[src/rtl/seg7_scan_driver.sv]
// Four-digit hex seven-segment scanner with a frame-wrap snapshot of count and optional leading-zero blanking.
// Latency: the outputs are registered and lag dig/snap/HOLD by one cycle, so a captured count reaches digit 0 one cycle after the wrap.
// Backpressure: none; the scan runs freely and samples count only at frame wraps.
module seg7_scan_driver #(
    parameter int REFRESH_DIV = 50000,
    parameter bit BLANK_LZ    = 1'b0
) (
    input  logic        CLK,
    input  logic        RST,
    input  logic [15:0] count,
    input  logic        HOLD,
    output logic [3:0]  an,
    output logic [6:0]  seg,
    output logic        dp
);

    localparam int            PW   = (REFRESH_DIV > 1) ? $clog2(REFRESH_DIV) : 1;
    localparam logic [PW-1:0] PMAX = PW'(REFRESH_DIV - 1);

    logic [PW-1:0] presc;
    logic          tick;
    logic [1:0]    dig;
    logic [15:0]   snap;
    logic [3:0]    nib;
    logic          blank;
    logic [3:0]    an_nxt;
    logic [6:0]    seg_nxt;
    logic          dp_nxt;

    function automatic logic [6:0] glyph(input logic [3:0] n);
        glyph = 7'b1111111;
        case (n)
            4'h0: glyph = 7'b1000000;
            4'h1: glyph = 7'b1111001;
            4'h2: glyph = 7'b0100100;
            4'h3: glyph = 7'b0110000;
            4'h4: glyph = 7'b0011001;
            4'h5: glyph = 7'b0010010;
            4'h6: glyph = 7'b0000010;
            4'h7: glyph = 7'b1111000;
            4'h8: glyph = 7'b0000000;
            4'h9: glyph = 7'b0010000;
            4'hA: glyph = 7'b0001000;
            4'hB: glyph = 7'b0000011;
            4'hC: glyph = 7'b1000110;
            4'hD: glyph = 7'b0100001;
            4'hE: glyph = 7'b0000110;
            4'hF: glyph = 7'b0001110;
        endcase
    endfunction

    assign tick = (presc == PMAX);

    always_ff @(posedge CLK or posedge RST) begin
        if (RST) begin
            presc <= '0;
        end else if (tick) begin
            presc <= '0;
        end else begin
            presc <= presc + PW'(1);
        end
    end

    always_ff @(posedge CLK or posedge RST) begin
        if (RST) begin
            dig <= 2'd0;
        end else if (tick) begin
            dig <= dig + 2'd1;
        end
    end

    // Capturing only at the wrap keeps all four digits of one frame from the same count value.
    always_ff @(posedge CLK or posedge RST) begin
        if (RST) begin
            snap <= 16'h0000;
        end else if (tick && (dig == 2'd3) && !HOLD) begin
            snap <= count;
        end
    end

    assign nib = snap[{dig, 2'b00} +: 4];

    always_comb begin
        blank = 1'b0;
        if (BLANK_LZ) begin
            case (dig)
                2'd1:    blank = (snap[15:4]  == 12'h000);
                2'd2:    blank = (snap[15:8]  == 8'h00);
                2'd3:    blank = (snap[15:12] == 4'h0);
                default: blank = 1'b0;
            endcase
        end
    end

    always_comb begin
        an_nxt  = ~(4'b0001 << dig);
        seg_nxt = glyph(nib);
        dp_nxt  = !((dig == 2'd0) && HOLD);
        if (blank) begin
            an_nxt  = 4'b1111;
            seg_nxt = 7'b1111111;
            dp_nxt  = 1'b1;
        end
    end

    always_ff @(posedge CLK or posedge RST) begin
        if (RST) begin
            an  <= 4'b1111;
            seg <= 7'b1111111;
            dp  <= 1'b1;
        end else begin
            an  <= an_nxt;
            seg <= seg_nxt;
            dp  <= dp_nxt;
        end
    end

endmodule

[config.mk]
export PLATFORM = sky130hd
export DESIGN_NAME = seg7_scan_driver
export DESIGN_NICKNAME = d
export VERILOG_FILES = /design/src/rtl/seg7_scan_driver.sv
export SDC_FILE = /design/constraint.sdc
export NUM_CORES = 1
export LEC_CHECK = 0
export CAP_MARGIN = 20
export CORE_MARGIN = 1
export CORE_UTILIZATION = 54
export CTS_CLUSTER_SIZE = 40
export DETAILED_ROUTE_END_ITERATION = 16
export PLACE_DENSITY = 0.79
export SETUP_SLACK_MARGIN = 0.1
export SYNTH_ARGS = -nofsm -noshare
export SYNTH_HDL_FRONTEND = slang
export SYNTH_SLANG_ARGS = --single-unit
[constraint.sdc]
create_clock -name CLK -period 2.25 [get_ports CLK]
set_input_delay 0.45 -clock CLK [delete_from_list [all_inputs] [get_ports CLK]]
set_output_delay 0.45 -clock CLK [all_outputs]
set_load 0.03 [all_outputs]
==> results of run 1 <==
==> synth_stat cells <==
master | instances | share of area [%]
o21a_1 | 3 | 1.0
buf_2 | 3 | 0.69
and4bb_1 | 1 | 0.58
inv_1 | 12 | 2.1
a21oi_1 | 3 | 0.69
dfstp_2 | 12 | 15
nand2b_1 | 1 | 0.29
and2_1 | 1 | 0.29
nand3_1 | 6 | 1.4
buf_6 | 1 | 0.52
a22oi_1 | 1 | 0.35
xor2_1 | 5 | 2.0
nor2b_1 | 3 | 0.87
nor3_1 | 1 | 0.23
o31ai_1 | 3 | 1.0
nor2_1 | 10 | 1.7
a22o_1 | 1 | 0.40
and3_1 | 1 | 0.29
or4_1 | 2 | 0.69
mux4_2 | 4 | 4.2
o2bb2ai_1 | 1 | 0.40
o21ai_0 | 4 | 0.92
dfrtp_1 | 34 | 39
nand2_1 | 11 | 1.9
nand4_1 | 3 | 0.87
nor3b_4 | 1 | 0.87
nor4b_1 | 2 | 0.81
and4_1 | 3 | 1.2
ha_1 | 11 | 6.4
xnor2_1 | 8 | 3.2
clkbuf_1 | 2 | 0.35
mux2_1 | 10 | 5.2
mux2_2 | 8 | 4.2
nor4bb_1 | 1 | 0.46
==> registers in the layout, summed over array words and instances (netlist names) <==
register,count
snap,16
seg,7
dig,2
an,4
presc,16
dp,1
==> metal layers <==
metal	up-vias	GRT usage [%]
li1	671	-
met1	698	25.3
met2	34	35.7
met3	7	4.34
met4	0	9.24
met5	-	0
==> metrics by stage <==
step           instance area [sq um]  utilization (%)  std cells  power [mW]  setup slack, ps
3_3_place_gp                    2530             67.5        250       0.898              355
2_1_floorplan                   2160                -        173       0.859              265
4_1_cts                         2620             69.9        257        1.40              235
3_5_place_dp                    2530             67.5        250       0.899              260
5_1_grt                         2620             69.9        257        1.44              101
6_report                        2620             69.9        257        1.38              252
==> kinds of logic (layout without fill, tap and decap cells) <==
| group | count (synthesis) | count (layout) | synth area share [%] |
|---|---|---|---|
| buf+inv | 18 | 54 | 3.64 |
| flops | 46 | 46 | 53.9 |
| fa+ha+maj | 11 | 11 | 6.36 |
| mux | 22 | 22 | 13.5 |
| compound gates | 16 | 16 | 4.86 |
| simple gates | 47 | 47 | 12.5 |
| xor+xnor | 13 | 13 | 5.26 |
==> cell type report <==
cell class,instances,share of cell area (%)
clock buffer,7,3.30
inverter,12,1.72
multi-input combinational,109,35.2
sequential,46,44.6
tap,48,2.30
timing repair buffer,35,12.9
==> how the worst max path moves through the flow <==
stage,start,endpoint,slack [ps],depth (start not counted)
after detailed placement,presc[0],snap[11],260,6
after floorplan,presc[0],snap[0],270,6
after global placement,presc[0],snap[11],350,6
after CTS,presc[0],snap[11],240,6
after global routing,presc[0],snap[9],100,6
final,presc[0],snap[11],250,6
==> power groups by stage <==
| stage | Sequential [mW] | Combinational, mW | Clock, mW |
|---|---|---|---|
| 2_1_floorplan | 0.846 | 0.0126 | 0 |
| 3_3_place_gp | 0.844 | 0.0534 | 0 |
| 3_5_place_dp | 0.845 | 0.0544 | 0 |
| 4_1_cts | 0.829 | 0.0547 | 0.513 |
| 5_1_grt | 0.829 | 0.0584 | 0.548 |
| 6_report | 0.829 | 0.0528 | 0.497 |
==> qor.csv, run 1 <==
metric,value,unit
die height,65.3,microns
largest net degree at the start of global routing,47,
# nets final,239,
H-tree level count,2,
WHS,488,ps
worst path arrival time,2170,ps
CP max stage delay,400,ps
r2r endpoint,snap[11],
GR Util All Layers,20.9,%
drt via density,5.49,
Slew Limit Fails,0,
Slew HR,63.6,%
hold endpoint,snap[15],
maximum clock rate,501,MHz
cell area after synthesis,2160,sq um
pwr/cell area,527,nW/um^2
worst skew pair latency,300,ps
# port buffers,30,
global-route wire length before repair,6.47,mm
full die area,4270,sq um
Setup Total Neg Slack,0,ps
synthesized net count,203,
"Reg clk slew, reported paths",80,ps
Total Wirelength,3.76,mm
post-CTS resize count,0,
WL met3,157,microns
post-DP HPWL,2.79,mm
Crit-path slowest cell,dfrtp_1,
wire length per cell,14.6,microns
CP Capture Type,register,
CTS tree,built,
initial antenna violation count,0,
min-delay src,snap[15],
switching part of the total,20.0,%
initial core utilization,57.8,%
status,finished clean,
YS warnings,0,
clk buf depth,2,
drt pass-1 iters,4,
CTS Sinks,46,
"reg-to-reg slack, setup",250,ps
Hold Path Cell Cnt,1,
layout cells sized above 1,17.2,%
quantity of hold-fixing buffers added after cts,0,
clock power share,36.0,%
Post-DRT Antenna Nets,0,
critical path cell sequence,"ha_1, and3_1, and4_1, nor3b_4, buf_4, mux2_2",
Worst setup SP type,register,
RSZ-0062 raised after global routing,no,
wl on met1,1.59,mm
HP Class,register to register,
Synth Instances,173,
Clock Skew,13.4,ps
Highest Signal Layer,met4,
WS Path Type,register to register,
final hold violations,0,
routed wl met2,1.94,mm
required time of the critical path,2420,ps
vias in the first global route,1445,
First DRT Iteration DRCs,67,
Psw,0.276,mW
aggregate global routing overflow,0,
FP Rows,22,
Syn Area/Cell,12.5,sq um
LEAKAGE,1.17,nW
max-cap violations,0,
Antenna diodes,0,
fin crit share,88.8,%
IO Count,31,
Synth cell types,34,
die width,65.3,microns
root buffer cell,clkbuf_8,
critical-path maximum fanout,16,
Seq pwr share,60.1,%
multi-input gate area in the final layout,920,sq um
Reg-to-Reg Start,presc[0],
R2R cell count,6,
GP Congestion,0.760,
via count,1410,
CTS Buf Count,5,
#FFs+latches synth,46,
"Buf+Inv Stages, Crit Path",1,
number of post-CTS setup repair buffers,0,
minimum clock period,2000,ps
core area,3740,sq um
P_int,1.10,mW
Worst VDD drop,0.494,mV
combinational group share of total power,3.8,%
Residual DRC,0,
Worst Max-Slew Pin Slew,546,ps
P&R area growth vs syn,20.8,%
flip-flop and latch area,1170,sq um
# setup viols final,0,
"most common cell after layout, fill and taps aside",dfrtp_1,
register area share after synthesis,53.9,%
fillcell total,278,
crit-path leading delay family,simple AND/OR/NAND/NOR gates,
most frequent cells in the layout,"dfrtp_1, clkdlybuf4s50_1, inv_1, dfstp_2",
No activity file was read; power rests on OpenSTA's default activity.
==> inputs of run 2 (changes only) <==
--- a/config.mk
+++ b/config.mk
@@ -5,12 +5,10 @@
 export SDC_FILE = /design/constraint.sdc
 export NUM_CORES = 1
 export LEC_CHECK = 0
-export CAP_MARGIN = 20
 export CORE_MARGIN = 1
-export CORE_UTILIZATION = 54
+export CORE_UTILIZATION = 31
 export CTS_CLUSTER_SIZE = 40
 export DETAILED_ROUTE_END_ITERATION = 16
-export PLACE_DENSITY = 0.79
 export SETUP_SLACK_MARGIN = 0.1
 export SYNTH_ARGS = -nofsm -noshare
 export SYNTH_HDL_FRONTEND = slang
==> qor.csv, run 2 (synthesis results as in run 1) <==
metric,value,unit
Slew HR,78.9,%
wire length per cell,12.5,microns
FP Rows,30,
CTS tree,built,
status,finished clean,
fin crit share,86.8,%
LEAKAGE,1.20,nW
worst path arrival time,2130,ps
R2R cell count,6,
IO Count,31,
"most common cell after layout, fill and taps aside",dfrtp_1,
critical path cell sequence,"ha_1, and3_1, and4_1, nor3b_4, buf_12, mux2_1",
WS Path Type,register to register,
number of post-CTS setup repair buffers,0,
# port buffers,30,
Util after Layout,40.5,%
Total Wirelength,3.63,mm
initial antenna violation count,0,
Worst Max-Slew Pin Slew,312,ps
r2r endpoint,snap[6],
largest net degree at the start of global routing,47,
Tot Pwr,1.63,mW
biggest regs,"presc: 16 flops, snap: 16 flops, seg: 7 flops",
Worst setup SP type,register,
maximum clock rate,512,MHz
critical-path maximum fanout,16,
First DRT Iteration DRCs,115,
most frequent cells in the layout,"dfrtp_1, clkdlybuf4s50_1, dfstp_2",
Setup Total Neg Slack,0,ps
worst skew pair latency,290,ps
Worst VDD drop,0.284,mV
clock power share,45.7,%
die width,85.6,microns
pwr/cell area,597,nW/um^2
via count,1360,
multi-input gate area in the final layout,920,sq um
Crit-path slowest cell,dfrtp_1,
HP Class,register to register,
Placed Area,2590,sq um
"reg-to-reg slack, setup",300,ps
Residual DRC,0,
worst setup path startpoint,presc[0],
P_int,1.34,mW
P&R area growth vs syn,26.4,%
Post-DRT Antenna Nets,0,
CP max stage delay,390,ps
Clock Skew,7.83,ps
required time of the critical path,2420,ps
root buffer cell,clkbuf_8,
Seq pwr share,50.8,%
Slew Limit Fails,0,
die height,85.6,microns
WHS,490,ps
final hold violations,0,
minimum clock period,1950,ps
CTS Sinks,46,
flip-flop and latch area,1170,sq um
full die area,7320,sq um
# nets final,239,
global-route wire length before repair,6.33,mm
max-cap violations,0,
aggregate global routing overflow,0,
combinational group share of total power,3.5,%
GP Congestion,0.775,
post-DP HPWL,2.57,mm
vias in the first global route,1286,
drt via density,4.69,
"Non-Filler Cell Area, Final",2740,sq um
Antenna diodes,0,
Reg-to-Reg Start,presc[0],
initial core utilization,32.0,%
RSZ-0062 raised after global routing,no,
fillcell total,650,
CTS Buf Count,5,
switching part of the total,18.2,%
# setup viols final,0,
core area,6760,sq um
Psw,0.298,mW
GR Util All Layers,11.1,%
quantity of hold-fixing buffers added after cts,0,
CP Capture Type,register,
clk buf depth,2,
H-tree level count,2,
layout cells sized above 1,18.1,%
drt pass-1 iters,4,
critical path endpoint,snap[6],
"Reg clk slew, reported paths",90,ps
post-CTS resize count,0,
-- run 2: cell count changes in the layout (fill, tap and decap cells not counted), sizes merged --
cell and change:
bufinv +2, clkbuf -1, clkinv +1, inv -1
-- run 2: power groups by stage --
stage	logic (mW)	clock network [mW]	registers, mW
6_report	0.0574	0.747	0.829
5_1_grt	0.0628	0.803	0.829
4_1_cts	0.0599	0.765	0.829
3_5_place_dp	0.0599	0	0.844
3_3_place_gp	0.0600	0	0.844
2_1_floorplan	0.0126	0	0.846
-- run 2: metrics by stage --
| stage | cells | setup WS [ps] |
|---|---|---|
| final | 290 | 298 |
| after global routing | 290 | 123 |
| after CTS | 290 | 283 |
| after detailed placement | 282 | 306 |
| after global placement | 282 | 340 |
| after floorplan | 173 | 265 |
-- run 2: metal layers --
metal	up-vias	part of all wire, %	track usage [%]
met1	665	47	14.7
met4	0	0.80	3.94
met3	2	3.4	3.27
met5	-	0	0
met2	28	49	17.2
li1	665	-	-
-- run 2: how the worst min path moves through the flow --
stage             start  endpoint  slack [ps]  cells past startpoint
6_report        snap[1]   snap[1]         490                      1
4_1_cts         snap[8]   snap[8]         490                      1
2_1_floorplan  presc[0]  presc[0]         450                      1
3_5_place_dp    snap[8]   snap[8]         470                      1
3_3_place_gp    snap[3]   snap[3]         460                      1
5_1_grt         snap[1]   snap[1]         520                      1
-- run 2: final cells by class --
class                   instances  share of cell area [%]
clock buffers                   6                    3.02
clock inverters                 2                    2.19
inverters                      12                    1.65
multi-input cells             109                    33.6
flip-flops and latches         46                    42.6
well taps                      80                    3.66
repair buffers                 35                    13.3
-- run 2: worst max-delay path, delay by kind of cell (launching register included) --
kind	cells	cell delay (ps)
simple gates	3	700
fa+ha+maj	1	220
buf+inv	1	180
flops	1	390
mux	1	330
==> inputs of run 3 (changes only) <==
--- a/config.mk
+++ b/config.mk
@@ -10,6 +10,7 @@
 export CTS_CLUSTER_SIZE = 40
 export DETAILED_ROUTE_END_ITERATION = 16
 export SETUP_SLACK_MARGIN = 0.1
+export SLEW_MARGIN = 40
 export SYNTH_ARGS = -nofsm -noshare
 export SYNTH_HDL_FRONTEND = slang
 export SYNTH_SLANG_ARGS = --single-unit
==> results of run 3 <==
No change in the layout: final DEF, timing and power equal those of run 2.
